===== src/rtl/freq_signal_gen_if.sv =====
// Control/status bundle for freq_signal_gen.
//   start, stop, freq_in        : requests from the controlling block (master)
//   busy, done_tick, error_tick : generator status (slave)
//   period_out                  : last computed period in clock cycles
//   signal_out                  : generated pulse train
interface freq_signal_gen_if #(
  parameter int unsigned FREQ_W = 14,
  parameter int unsigned CNT_W  = 27
);
  logic              start;
  logic              stop;
  logic [FREQ_W-1:0] freq_in;
  logic              busy;
  logic              done_tick;
  logic              error_tick;
  logic [CNT_W-1:0]  period_out;
  logic              signal_out;

  modport master (
    output start, stop, freq_in,
    input  busy, done_tick, error_tick, period_out, signal_out
  );

  modport slave (
    input  start, stop, freq_in,
    output busy, done_tick, error_tick, period_out, signal_out
  );
endinterface


===== src/rtl/freq_signal_gen.sv =====
// Programmable test-signal source. A requested frequency in Hz is turned into a
// period of CLK_FREQ/freq clock cycles by a restoring divider (one quotient bit
// per cycle), after which a continuous pulse train is emitted: PULSE_CYCLES high,
// the rest of each period low.
// Ports:
//   clk   : system clock, rising edge
//   reset : synchronous, active-high
//   bus   : freq_signal_gen_if.slave (start/stop/freq_in in; busy, done_tick,
//           error_tick, period_out, signal_out out, all registered)
module freq_signal_gen #(
  parameter int unsigned CLK_FREQ     = 100_000_000,
  parameter int unsigned FREQ_W       = 14,
  parameter int unsigned CNT_W        = 27,
  parameter int unsigned PULSE_CYCLES = 20
) (
  input  logic            clk,
  input  logic            reset,
  freq_signal_gen_if.slave bus
);

  localparam int unsigned FREQ_MAX = 9999;
  localparam int unsigned REM_W    = FREQ_W + 1;
  localparam int unsigned BIT_W    = $clog2(CNT_W + 1);
  localparam logic [BIT_W-1:0] LAST_BIT = BIT_W'(CNT_W - 1);

  typedef enum logic [1:0] {S_IDLE, S_DIV, S_RUN} state_t;

  state_t            state;
  logic [FREQ_W-1:0] freq_q;
  logic [REM_W-1:0]  rem_q;
  logic [CNT_W-1:0]  quo_q;
  logic [BIT_W-1:0]  bit_q;
  logic [CNT_W-1:0]  cnt_q;

  logic              freq_ok_c;
  logic [REM_W-1:0]  rem_sh_c;
  logic              rem_ge_c;
  logic [REM_W-1:0]  rem_nx_c;
  logic [CNT_W-1:0]  quo_nx_c;
  logic [CNT_W-1:0]  cnt_nx_c;

  // Accept only 1..FREQ_MAX Hz; anything else is rejected with error_tick.
  assign freq_ok_c = (bus.freq_in != '0) && (32'(bus.freq_in) <= FREQ_MAX);

  // One restoring-division step: shift the dividend MSB into the remainder and
  // subtract the divisor when it fits. Remainder stays < freq, so FREQ_W bits
  // of it plus the incoming bit always fit in REM_W.
  assign rem_sh_c = {rem_q[FREQ_W-1:0], quo_q[CNT_W-1]};
  assign rem_ge_c = (rem_sh_c >= {1'b0, freq_q});
  assign rem_nx_c = rem_ge_c ? (rem_sh_c - {1'b0, freq_q}) : rem_sh_c;
  assign quo_nx_c = {quo_q[CNT_W-2:0], rem_ge_c};

  // Free-running period counter, wraps at period_out-1.
  assign cnt_nx_c = (cnt_q == bus.period_out - CNT_W'(1)) ? '0 : cnt_q + CNT_W'(1);

  // Control FSM, divider datapath and registered outputs.
  always_ff @(posedge clk) begin
    if (reset) begin
      state          <= S_IDLE;
      freq_q         <= '0;
      rem_q          <= '0;
      quo_q          <= '0;
      bit_q          <= '0;
      cnt_q          <= '0;
      bus.busy       <= 1'b0;
      bus.done_tick  <= 1'b0;
      bus.error_tick <= 1'b0;
      bus.period_out <= '0;
      bus.signal_out <= 1'b0;
    end else begin
      bus.done_tick  <= 1'b0;
      bus.error_tick <= 1'b0;
      unique case (state)
        S_IDLE: begin
          if (bus.start) begin
            if (freq_ok_c) begin
              freq_q   <= bus.freq_in;
              rem_q    <= '0;
              quo_q    <= CNT_W'(CLK_FREQ);
              bit_q    <= '0;
              bus.busy <= 1'b1;
              state    <= S_DIV;
            end else begin
              bus.error_tick <= 1'b1;
            end
          end
        end
        S_DIV: begin
          if (bus.stop) begin
            state          <= S_IDLE;
            bus.busy       <= 1'b0;
            bus.signal_out <= 1'b0;
          end else begin
            rem_q <= rem_nx_c;
            quo_q <= quo_nx_c;
            bit_q <= bit_q + BIT_W'(1);
            // Last quotient bit: publish the period and start the train at once.
            if (bit_q == LAST_BIT) begin
              bus.period_out <= quo_nx_c;
              cnt_q          <= '0;
              bus.done_tick  <= 1'b1;
              bus.signal_out <= 1'b1;
              state          <= S_RUN;
            end
          end
        end
        S_RUN: begin
          if (bus.stop) begin
            state          <= S_IDLE;
            bus.busy       <= 1'b0;
            bus.signal_out <= 1'b0;
          end else if (bus.start && freq_ok_c) begin
            freq_q         <= bus.freq_in;
            rem_q          <= '0;
            quo_q          <= CNT_W'(CLK_FREQ);
            bit_q          <= '0;
            bus.signal_out <= 1'b0;
            state          <= S_DIV;
          end else begin
            // A rejected restart flags an error but leaves the old train running.
            if (bus.start) begin
              bus.error_tick <= 1'b1;
            end
            cnt_q          <= cnt_nx_c;
            bus.signal_out <= (cnt_nx_c < CNT_W'(PULSE_CYCLES));
          end
        end
        default: begin
          state          <= S_IDLE;
          bus.busy       <= 1'b0;
          bus.signal_out <= 1'b0;
        end
      endcase
    end
  end

endmodule


===== src/flat_wrapper.sv =====
// flat-port wrapper written by rule: the top's interface ports become plain ports
module freq_signal_gen_flat 
#(
  parameter int unsigned CLK_FREQ     = 100_000_000,
  parameter int unsigned FREQ_W       = 14,
  parameter int unsigned CNT_W        = 27,
  parameter int unsigned PULSE_CYCLES = 20
)
  (clk, reset, bus_start, bus_stop, bus_freq_in, bus_busy, bus_done_tick, bus_error_tick, bus_period_out, bus_signal_out);
  freq_signal_gen_if #(.FREQ_W(FREQ_W), .CNT_W(CNT_W)) bus_i ();
  input  logic clk;
  input  logic reset;
  input wire logic [$bits(bus_i.start)-1:0] bus_start;
  input wire logic [$bits(bus_i.stop)-1:0] bus_stop;
  input wire logic [$bits(bus_i.freq_in)-1:0] bus_freq_in;
  output wire logic [$bits(bus_i.busy)-1:0] bus_busy;
  output wire logic [$bits(bus_i.done_tick)-1:0] bus_done_tick;
  output wire logic [$bits(bus_i.error_tick)-1:0] bus_error_tick;
  output wire logic [$bits(bus_i.period_out)-1:0] bus_period_out;
  output wire logic [$bits(bus_i.signal_out)-1:0] bus_signal_out;
  assign bus_i.start = bus_start;
  assign bus_i.stop = bus_stop;
  assign bus_i.freq_in = bus_freq_in;
  assign bus_busy = bus_i.busy;
  assign bus_done_tick = bus_i.done_tick;
  assign bus_error_tick = bus_i.error_tick;
  assign bus_period_out = bus_i.period_out;
  assign bus_signal_out = bus_i.signal_out;
  freq_signal_gen #(.CLK_FREQ(CLK_FREQ), .FREQ_W(FREQ_W), .CNT_W(CNT_W), .PULSE_CYCLES(PULSE_CYCLES)) u_core (.clk(clk), .reset(reset), .bus(bus_i));
endmodule

===== config.mk =====
export PLATFORM = sky130hd
export DESIGN_NAME = freq_signal_gen_flat
export DESIGN_NICKNAME = d
export VERILOG_FILES = /design/src/rtl/freq_signal_gen_if.sv /design/src/rtl/freq_signal_gen.sv /design/src/flat_wrapper.sv
export SDC_FILE = /design/constraint.sdc
export NUM_CORES = 1
export LEC_CHECK = 0
export CAP_MARGIN = 0
export CORE_MARGIN = 1
export CORE_UTILIZATION = 45
export CTS_BUF_LIST = sky130_fd_sc_hd__clkbuf_4 sky130_fd_sc_hd__clkbuf_8
export DETAILED_ROUTE_END_ITERATION = 10
export GPL_TIMING_DRIVEN = 0
export PLACE_DENSITY = 0.65
export SKIP_CTS_REPAIR_TIMING = 1
export SLEW_MARGIN = 20
export SYNTH_ARGS = -nofsm -noshare
export SYNTH_HDL_FRONTEND = slang
export SYNTH_SLANG_ARGS = --single-unit
export TNS_END_PERCENT = 10

===== constraint.sdc =====
create_clock -name clk -period 7 [get_ports clk]
set_input_delay 1.75 -clock clk [delete_from_list [all_inputs] [get_ports clk]]
set_output_delay 1.75 -clock clk [all_outputs]
set_load 0.02 [all_outputs]

* Word level (Yosys, flattened, before mapping)
Index checks and enable logic that the tools add are counted.
Storage, ports and cells: bits in registers 120, output and inout port bits 31, logic and storage cells 104
Cells by class: add/sub/neg operators 4, $lt $le $gt $ge 3, equal/unequal tests 14, muxes and demuxes 53, bitwise gates (word level) 3, reductions and logical operators 16
Operator list (number):
- 27-bit two-way mux | 10
- 14-bit two-way mux | 10
- 27-bit case mux with 3 select lines | 1
- 27-bit case mux with 2 select lines | 1
- 14-bit case mux with 3 select lines | 1
- 14-bit case mux with 2 select lines | 1
- 27-bit by 1-bit adder with 27-bit output, second input constant | 1
- 27-bit equality test | 1
- 27-bit by 5-bit < comparator with 1-bit output, second input constant | 1
- 27-bit by 1-bit subtractor with 27-bit output, second input constant | 1
- 5-bit two-way mux | 5
- 15-bit by 14-bit greater-or-equal comparator with 1-bit output | 1
- 5-bit case mux with 3 select lines | 1
- 14-bit <= comparator, second input constant | 1
- 14-bit nonzero test | 1
- 14-bit subtractor | 1
- 1-bit two-way mux | 13
- 2-bit two-way mux | 6
- 5-bit AND reduction | 2
- 2-bit by 1-bit != test with 1-bit output, second input constant | 4
- 2-bit != test, second input constant | 4
- 3-bit by 2-bit != test with 1-bit output, second input constant | 2
- 2-bit case mux with 3 select lines | 1
- 3-bit AND reduction | 2
- 16 further kinds | 21

* Longest topological paths before layout
Gate-level depths: netlist of the first run.
depth in word-level cells 7, mapped depth 12, mapped depth without buffers 11

* Worst setup path after synthesis of the first run
OpenSTA, ideal clock, no wires.
path kind in2reg, start point in bus_freq_in[4], end point reg u_core.freq_q[0], arrival time 3593 ps, data required time 6872 ps, setup slack 3279 ps, cell stages on the path 8, buffers on the path 2, path through nor4_1 nand4_1 o211ai_1 a211o_1 clkbuf_1 clkbuf_1 mux2i_1 nor2_1
Between the ends: longest elaborated chain between the ends 5, elaborated cells between the ends (all ways) 7
RTL lines:
- from (decl) | line flat_wrapper.sv:15 | input wire logic [$bits(bus_i.freq_in)-1:0] bus_freq_in;
- 14-bit <= comparator / 14-bit nonzero test (equally long branches) | line freq_signal_gen.sv:43 | assign freq_ok_c = (bus.freq_in != '0) && (32'(bus.freq_in) <= FREQ_MAX);
- 1-bit logical AND * | line freq_signal_gen.sv:43
- 1-bit logical AND | line freq_signal_gen.sv:112 | end else if (bus.start && freq_ok_c) begin
- 2-bit by 1-bit != test with 1-bit output (no source line)
- 5-bit AND reduction (no source line) *
- to (signal assigned) | line freq_signal_gen.sv:77 | freq_q <= bus.freq_in;
- to (signal assigned) | line freq_signal_gen.sv:113 | freq_q <= bus.freq_in;
- to (decl) | line freq_signal_gen.sv:29 | logic [FREQ_W-1:0] freq_q;
Mark *: on every way between the ends. The rest lies on a longest branch, timed or not. A chain may end at the register's enable or synchronous reset.

* Worst setup path after layout of the first run
start point in bus_freq_in[13], end point reg u_core.rem_q[9]
Between the ends: longest elaborated chain between the ends 5, elaborated cells between the ends (all ways) 7
RTL lines:
- 14-bit <= comparator / 14-bit nonzero test (equally long branches) | line freq_signal_gen.sv:43
- 1-bit logical AND * | line freq_signal_gen.sv:43
- 1-bit logical AND | line freq_signal_gen.sv:112
- 2-bit by 1-bit != test with 1-bit output (no source line)
- 6-bit AND reduction (no source line) *
- to (signal assigned) | line freq_signal_gen.sv:94 | rem_q <= rem_nx_c;
- to (decl) | line freq_signal_gen.sv:30 | logic [REM_W-1:0] rem_q;
Marks and branches as above.

==> qor.csv, run 1 <==
stage;metric;value;unit
run_status;status;finished clean;
synthesis;distinct cell type count after synthesis;62;
drt;via count;7047;
global_route;pin count of the biggest net entering global routing;17;
power;power consumption;1660;uW
timing;min Tclk post-route;4710;ps
drt;final antenna-violating net count;0;
layout;Nets;1045;
global_route;all-layer global routing usage;26.4;%
floorplan;Top Ports;49;
setup_path;CP arrival;5110;ps
placed_design;Port Buffer Count;48;
timing;Final Hold Viols;0;
clock_network;clk slew on worst S/H paths;70;ps
clock_network;Skew-Pair Late Insertion Delay;460;ps
synthesis;Synth Register Bits;120;
power;Cell Pwr Density;197;nW/um^2
layout;ant diodes;0;
synthesis;Synthesis Warnings;0;
drt;drc violations;0;
drt;post-detailed-route wirelength per cell;16.7;um
placed_design;HPWL after DPL;15.3;mm
floorplan;initial core utilization;45.8;%
clock_network;Num CTS Buffers;17;
timing;Hold Slack;448;ps
placed_design;dpl cells;1201;
floorplan;Cell Rows;46;
timing;Clock Skew;13.2;ps
setup_path;startpoint types;primary input;
synthesis;Post-synth EDFFs;0;
drt;number of DRC markers in iteration 0;593;
clock_network;root buffer cell;clkbuf_8;
setup_path;WS Path Type;primary input to flip-flop;
synthesis;sequential share of the synthesized area;33.1;%
synthesis;post-synth top area share;33.1;%
layout;most common cell after layout, fill and taps aside;nand2_1;
synthesis;top_reg_cell synth;dfxtp_1;
timing;Final Max Slew Viols;0;
run;max-cap violations;0;
drt;Vias/cell;5.72;
synthesis;top cell type by total area after synthesis;dfxtp_1;
timing;final setup fails;0;
layout;synthesis-to-finish area growth;16.2;%
drt;drt first pass iters;7;
clock_network;CTS tree;built;
floorplan;die width;129;um
layout;Fillers;1587;
timing;Slew @ Worst Pin;935;ps
layout;commonest non-fill, non-tap cells in the layout;125 x nand2_1, 120 x dfxtp_1, 76 x nor2_1;
setup_path;CP Max Fanout;10;
floorplan;Die Footprint;16600;sq um
synthesis;Cells after Synth;937;
synthesis;Synth area leaders;dfxtp_1 33%, nand2_1 6.5%, a21oi_1 4.6%;
synthesis;Avg Inst Size Synth;7.74;sq um
placed_design;GPL Wtd Cong;0.890;
timing;Tcrit/Tclk final;67.2;%
clock_network;Max clock buf depth;2;
timing;setup TNS;0;ps
setup_path;CP Data Required Time;7400;ps
global_route;GRT overflow;0;
timing;fmax;212;MHz
synthesis;Post-Syn Nets;978;
floorplan;CORE AREA;15800;sq um
global_route;first-pass GRT wire length;34.0;mm
clock_network;Sink Count;120;
power;static leakage power;0.00302;uW
min_path;min-delay worst type;flip-flop to flip-flop;
global_route;vias in the first global route;6600;
setup_path;crit end category;flip-flop;
drt;final WL;20.6;mm
global_route;initial antenna violation count;0;
synthesis;share of flip-flops with an asynchronous set or reset;0;%
layout;Finished Layout Cells;1233;
power;Worst VDD drop;0.153;mV
synthesis;Synth Cell Area;7250;sq um
timing;Worst slew margin;37.4;%
floorplan;chip height;129;um
timing;RSZ-0062 raised after global routing;no;
layout;share of layout cells above drive strength 1;5.31;%
clock_network;H-tree lvl count;4;
-- through the flow --
step                cell area [sq um]  utilization (%)  setup WS (ps)
CTS                              8430             53.2           2350
floorplan                        7250                -           3280
finish                           8430             53.2           2290
global route                     8430             53.2           2090
global placement                 8000             50.5           1950
detailed placement               8000             50.5           1900
-- state kept, by name, summed over array words and instances (netlist names) --
register               flops
u_core.cnt_q              27
u_core.bus.period_out     27
u_core.state               2
u_core.bus.error_tick      1
u_core.freq_q             14
u_core.quo_q              27
u_core.bus.signal_out      1
u_core.rem_q              14
u_core.bus.done_tick       1
u_core.bus.busy            1
u_core.bit_q               5
-- per-layer routing --
metal	global-route usage, %	share of wire (%)	up-vias
met5	0	0	-
met4	9.34	2.0	0
met3	5.41	5.4	33
met2	40.3	44	213
met1	36.7	48	3306
li1	-	-	3495
-- report_power, final --
group          internal [uW]  leakage (uW)  switching (uW)  total, uW
registers                702      0.000972            14.9        717
logic                    102       0.00184             166        267
clock network            360      0.000207             315        675
total                   1160       0.00302             496       1660
-- logic make-up (layout without fill, tap and decap cells) --
logic type	Yosys count	after routing	share of synthesized area, %
xor+xnor	54	54	6.52
simple gates	433	433	31.0
buf+inv	101	181	5.61
compound gates	181	181	16.2
flops	120	120	33.1
fa+ha+maj	23	23	4.07
mux	25	25	3.47
-- area by class of cell --
type                    count  area, sq um  area share [%]
repair buffers             48          480            5.70
well taps                 216          270            3.21
clock buffers              21          289            3.43
inverters                  33          124            1.47
clock inverters            11          138            1.63
plain buffers              68          283            3.36
flip-flops and latches    120         2400            28.5
multi-input cells         716         4440            52.7
-- path summary, 6_finish.rpt --
check / from / to / slack [ps] / cells after the start
min reg2reg: u_core.rem_q[13]$_SDFFE_PP0P_ / u_core.rem_q[13]$_SDFFE_PP0P_ / 450 / 2
max reg2reg: u_core.cnt_q[7]$_SDFFE_PP0P_ / u_core.bus.signal_out$_SDFFE_PP0P_ / 3590 / 9
max: bus_freq_in[13] / u_core.rem_q[9]$_SDFFE_PP0P_ / 2290 / 9
min: u_core.rem_q[13]$_SDFFE_PP0P_ / u_core.rem_q[13]$_SDFFE_PP0P_ / 450 / 2
-- synth_stat cells (5+ instances only) --
master,number
or4_1,8
a211oi_1,7
nor2b_1,9
nor2_1,76
a21oi_1,66
and3_1,12
ha_1,22
nand4_1,15
nor3_1,34
xor2_1,20
or3_1,11
a21o_1,8
nor4_1,33
inv_1,33
clkbuf_1,57
dfxtp_1,120
o22a_1,15
nand2_1,125
nor3b_1,14
or2_2,6
mux2i_1,24
a22o_1,6
nand3_1,34
nand2b_1,14
a31oi_1,10
a211o_1,5
o21ai_0,32
nor4b_1,18
xnor2_1,34
and4_1,5
-- critical path, cell delays in order --
cell	delay (ps)
clkdlybuf4s50_1	510
nor4_1	550
nand4_1	200
o211ai_1	370
o21ai_0	340
and3b_1	290
nor2_1	320
clkbuf_1	520
a22o_1	230
Note: power is estimated with default switching activity, not from simulation.
==> run 2: changes to the inputs <==
clock period = 4.5 ns   (was 7 ns; I/O delays follow)
==> results of run 2 <==
The final DEF is identical to that of run 1. Status: finished clean.
Among the figures that moved: setup slack after placement 1900 ps -> 21.8 ps; setup slack after layout 2290 ps -> 419 ps; register-to-register setup slack 3590 ps -> 1090 ps; total power 1660 uW -> 2580 uW; worst IR drop on VDD 0.153 mV -> 0.238 mV
==> patch, RTL diff (flow settings as in run 2) <==
`FREQ_W` is set to 14 in 3 places; all go to 10.
--- a/src/rtl/freq_signal_gen_if.sv
+++ b/src/rtl/freq_signal_gen_if.sv
@@ -4,7 +4,7 @@
 //   period_out                  : last computed period in clock cycles
 //   signal_out                  : generated pulse train
 interface freq_signal_gen_if #(
-  parameter int unsigned FREQ_W = 14,
+  parameter int unsigned FREQ_W = 10,
   parameter int unsigned CNT_W  = 27
 );
   logic              start;
--- a/src/rtl/freq_signal_gen.sv
+++ b/src/rtl/freq_signal_gen.sv
@@ -9,7 +9,7 @@
 //           error_tick, period_out, signal_out out, all registered)
 module freq_signal_gen #(
   parameter int unsigned CLK_FREQ     = 100_000_000,
-  parameter int unsigned FREQ_W       = 14,
+  parameter int unsigned FREQ_W       = 10,
   parameter int unsigned CNT_W        = 27,
   parameter int unsigned PULSE_CYCLES = 20
 ) (
--- a/src/flat_wrapper.sv
+++ b/src/flat_wrapper.sv
@@ -2,7 +2,7 @@
 module freq_signal_gen_flat 
 #(
   parameter int unsigned CLK_FREQ     = 100_000_000,
-  parameter int unsigned FREQ_W       = 14,
+  parameter int unsigned FREQ_W       = 10,
   parameter int unsigned CNT_W        = 27,
   parameter int unsigned PULSE_CYCLES = 20
 )
Ports: changed (resized bus_freq_in); port bits go from 49 to 45. The function was not compared with the original's and may differ.
==> patch against run 2 <==
- count of clock-buffer cells in the layout decreased by 10
- cell area decreased by 14%
- worst setup slack improved by 0.13 ns
- critical endpoint is now u_core.bus.signal_out$_SDFFE_PP0P_
- wire length decreased by 16%
- sequential cell count decreased by 8
- power decreased by 24%
- first-iteration DRC count decreased by 27%
- cell count decreased by 14%
- clock power decreased by 38%
- synthesized area decreased by 11%
- register-to-register slack got worse by 0.48 ns
- sequential power decreased by 7%
- utilization decreased by 0.74 points
==> patch: results (changes against run 2) <==
yosys:
  synth.area.top_cells: "dfxtp_1 (35%), nand2_1 (6.0%), mux2i_1 (5.3%)"  # was dfxtp_1 (33%), nand2_1 (6.5%), a21oi_1 (4.6%)
  ys_types: 61  # was 62
  syn_nets: 853  # was 978
  synth_commonest_cells: "dfxtp_1 (112), nand2_1 (102), nor2_1 (84)"  # was nand2_1 (125), dfxtp_1 (120), nor2_1 (76)
clock_tree:
  clock_latency_ns: 0.40  # was 0.46 ns
  cts_max_level: 3  # was 4
drt:
  vias_per_cell: 5.740  # was 5.715
  drt_iter0_markers: 432  # was 593
setup_path:
  worstPathArrival_ns: 4.26  # was 4.48 ns
  r2r_setup_slack_ns: 0.61  # was 1.09 ns
  cpPeakStageDelay_ns: 0.69  # was 0.55 ns
  reg2reg_depth: 12  # was 9
  worst_r2r_startpoint: "u_core.bus.period_out[8]$_SDFFE_PP0P_"  # was u_core.cnt_q[7]$_SDFFE_PP0P_
grt:
  grt_pass1_vias: 5570  # was 6600
  grt.met2_usage: 0.3881  # was 0.4032
  grt_max_degree: 19  # was 17
placement:
  dp_hpwl_um: 12940  # was 15260 um
  portBuffers: 43  # was 48
  gp_congestion: 0.8875  # was 0.8896
min_path:
  min_to: "u_core.bus.period_out[16]$_SDFFE_PP0P_"  # was u_core.rem_q[13]$_SDFFE_PP0P_
cells_and_area:
  nets: 907  # was 1045
pwr:
  p_sw_uw: 546.8  # was 771.3 uW
  power.leakage_uw: 0.002692  # was 0.003017 uW
outcome:
  status: "finished, final reports clean"  # unchanged
sta:
  fin_skew_ns: 0.01546  # was 0.01322 ns
-- patch: layout make-up --
type                       count  area, um^2  area share
sequential                   112        2242      0.3076
inverter                      33       123.9     0.01700
tap                          180       225.2     0.03090
timing repair buffer          43       430.4     0.05906
clock inverter                 5       63.81    0.008755
buffer                        59       252.7     0.03468
multi-input combinational    616        3805      0.5221
clock buffer                  11       145.1     0.01991
-- patch: kinds of logic (layout without fill, tap and decap cells) --
logic type      Yosys count  count (layout)  synth area share
simple gates            328             328            0.2464
mux                      37              37           0.05828
buf+inv                  92             151           0.05867
xor+xnor                 47              47           0.06413
compound gates          185             185            0.1850
flops                   112             112            0.3493
fa+ha+maj                19              19           0.03821
-- patch: power by group through the flow --
stage / Sequential, uW / Clock [uW] / Combinational, uW
2_1_floorplan: 1050 / 0 / 206
3_3_place_gp: 1060 / 0 / 267
3_5_place_dp: 1060 / 0 / 274
4_1_cts: 1040 / 666 / 275
5_1_grt: 1040 / 713 / 307
6_report: 1040 / 652 / 277
-- patch: per-stage QoR --
| stage | total power (uW) | std cells | setup slack (ns) | util | hold slack (ns) |
|---|---|---|---|---|---|
| 2_1_floorplan | 1260 | 820 | 1.123 | - | 0.4446 |
| 3_3_place_gp | 1324 | 1043 | 0.2109 | 0.5096 | 0.4634 |
| 3_5_place_dp | 1332 | 1043 | 0.1775 | 0.5096 | 0.4644 |
| 4_1_cts | 1977 | 1059 | 0.6036 | 0.5247 | 0.4739 |
| 5_1_grt | 2060 | 1059 | 0.3262 | 0.5251 | 0.5076 |
| 6_report | 1964 | 1059 | 0.5501 | 0.5251 | 0.4740 |
-- patch: worst reg2reg max path, stage by stage, from the launching register on --
cell and delay (ns):
dfxtp_1 0.33, clkbuf_1 0.22, nor4_1 0.71, nand4b_1 0.46, or4_1 0.61, a22o_1 0.23, nor4_2 0.15, o2111ai_1 0.25
o21a_1 0.27, buf_6 0.15, buf_6 0.15, a21oi_1 0.16, mux2i_1 0.10
-- patch: per-layer routing --
layer | routed length, um | vias up
li1 | - | 3021
met1 | 8430 | 2894
met2 | 7911 | 147
met3 | 685 | 17
met4 | 248 | 0
met5 | 0 | -
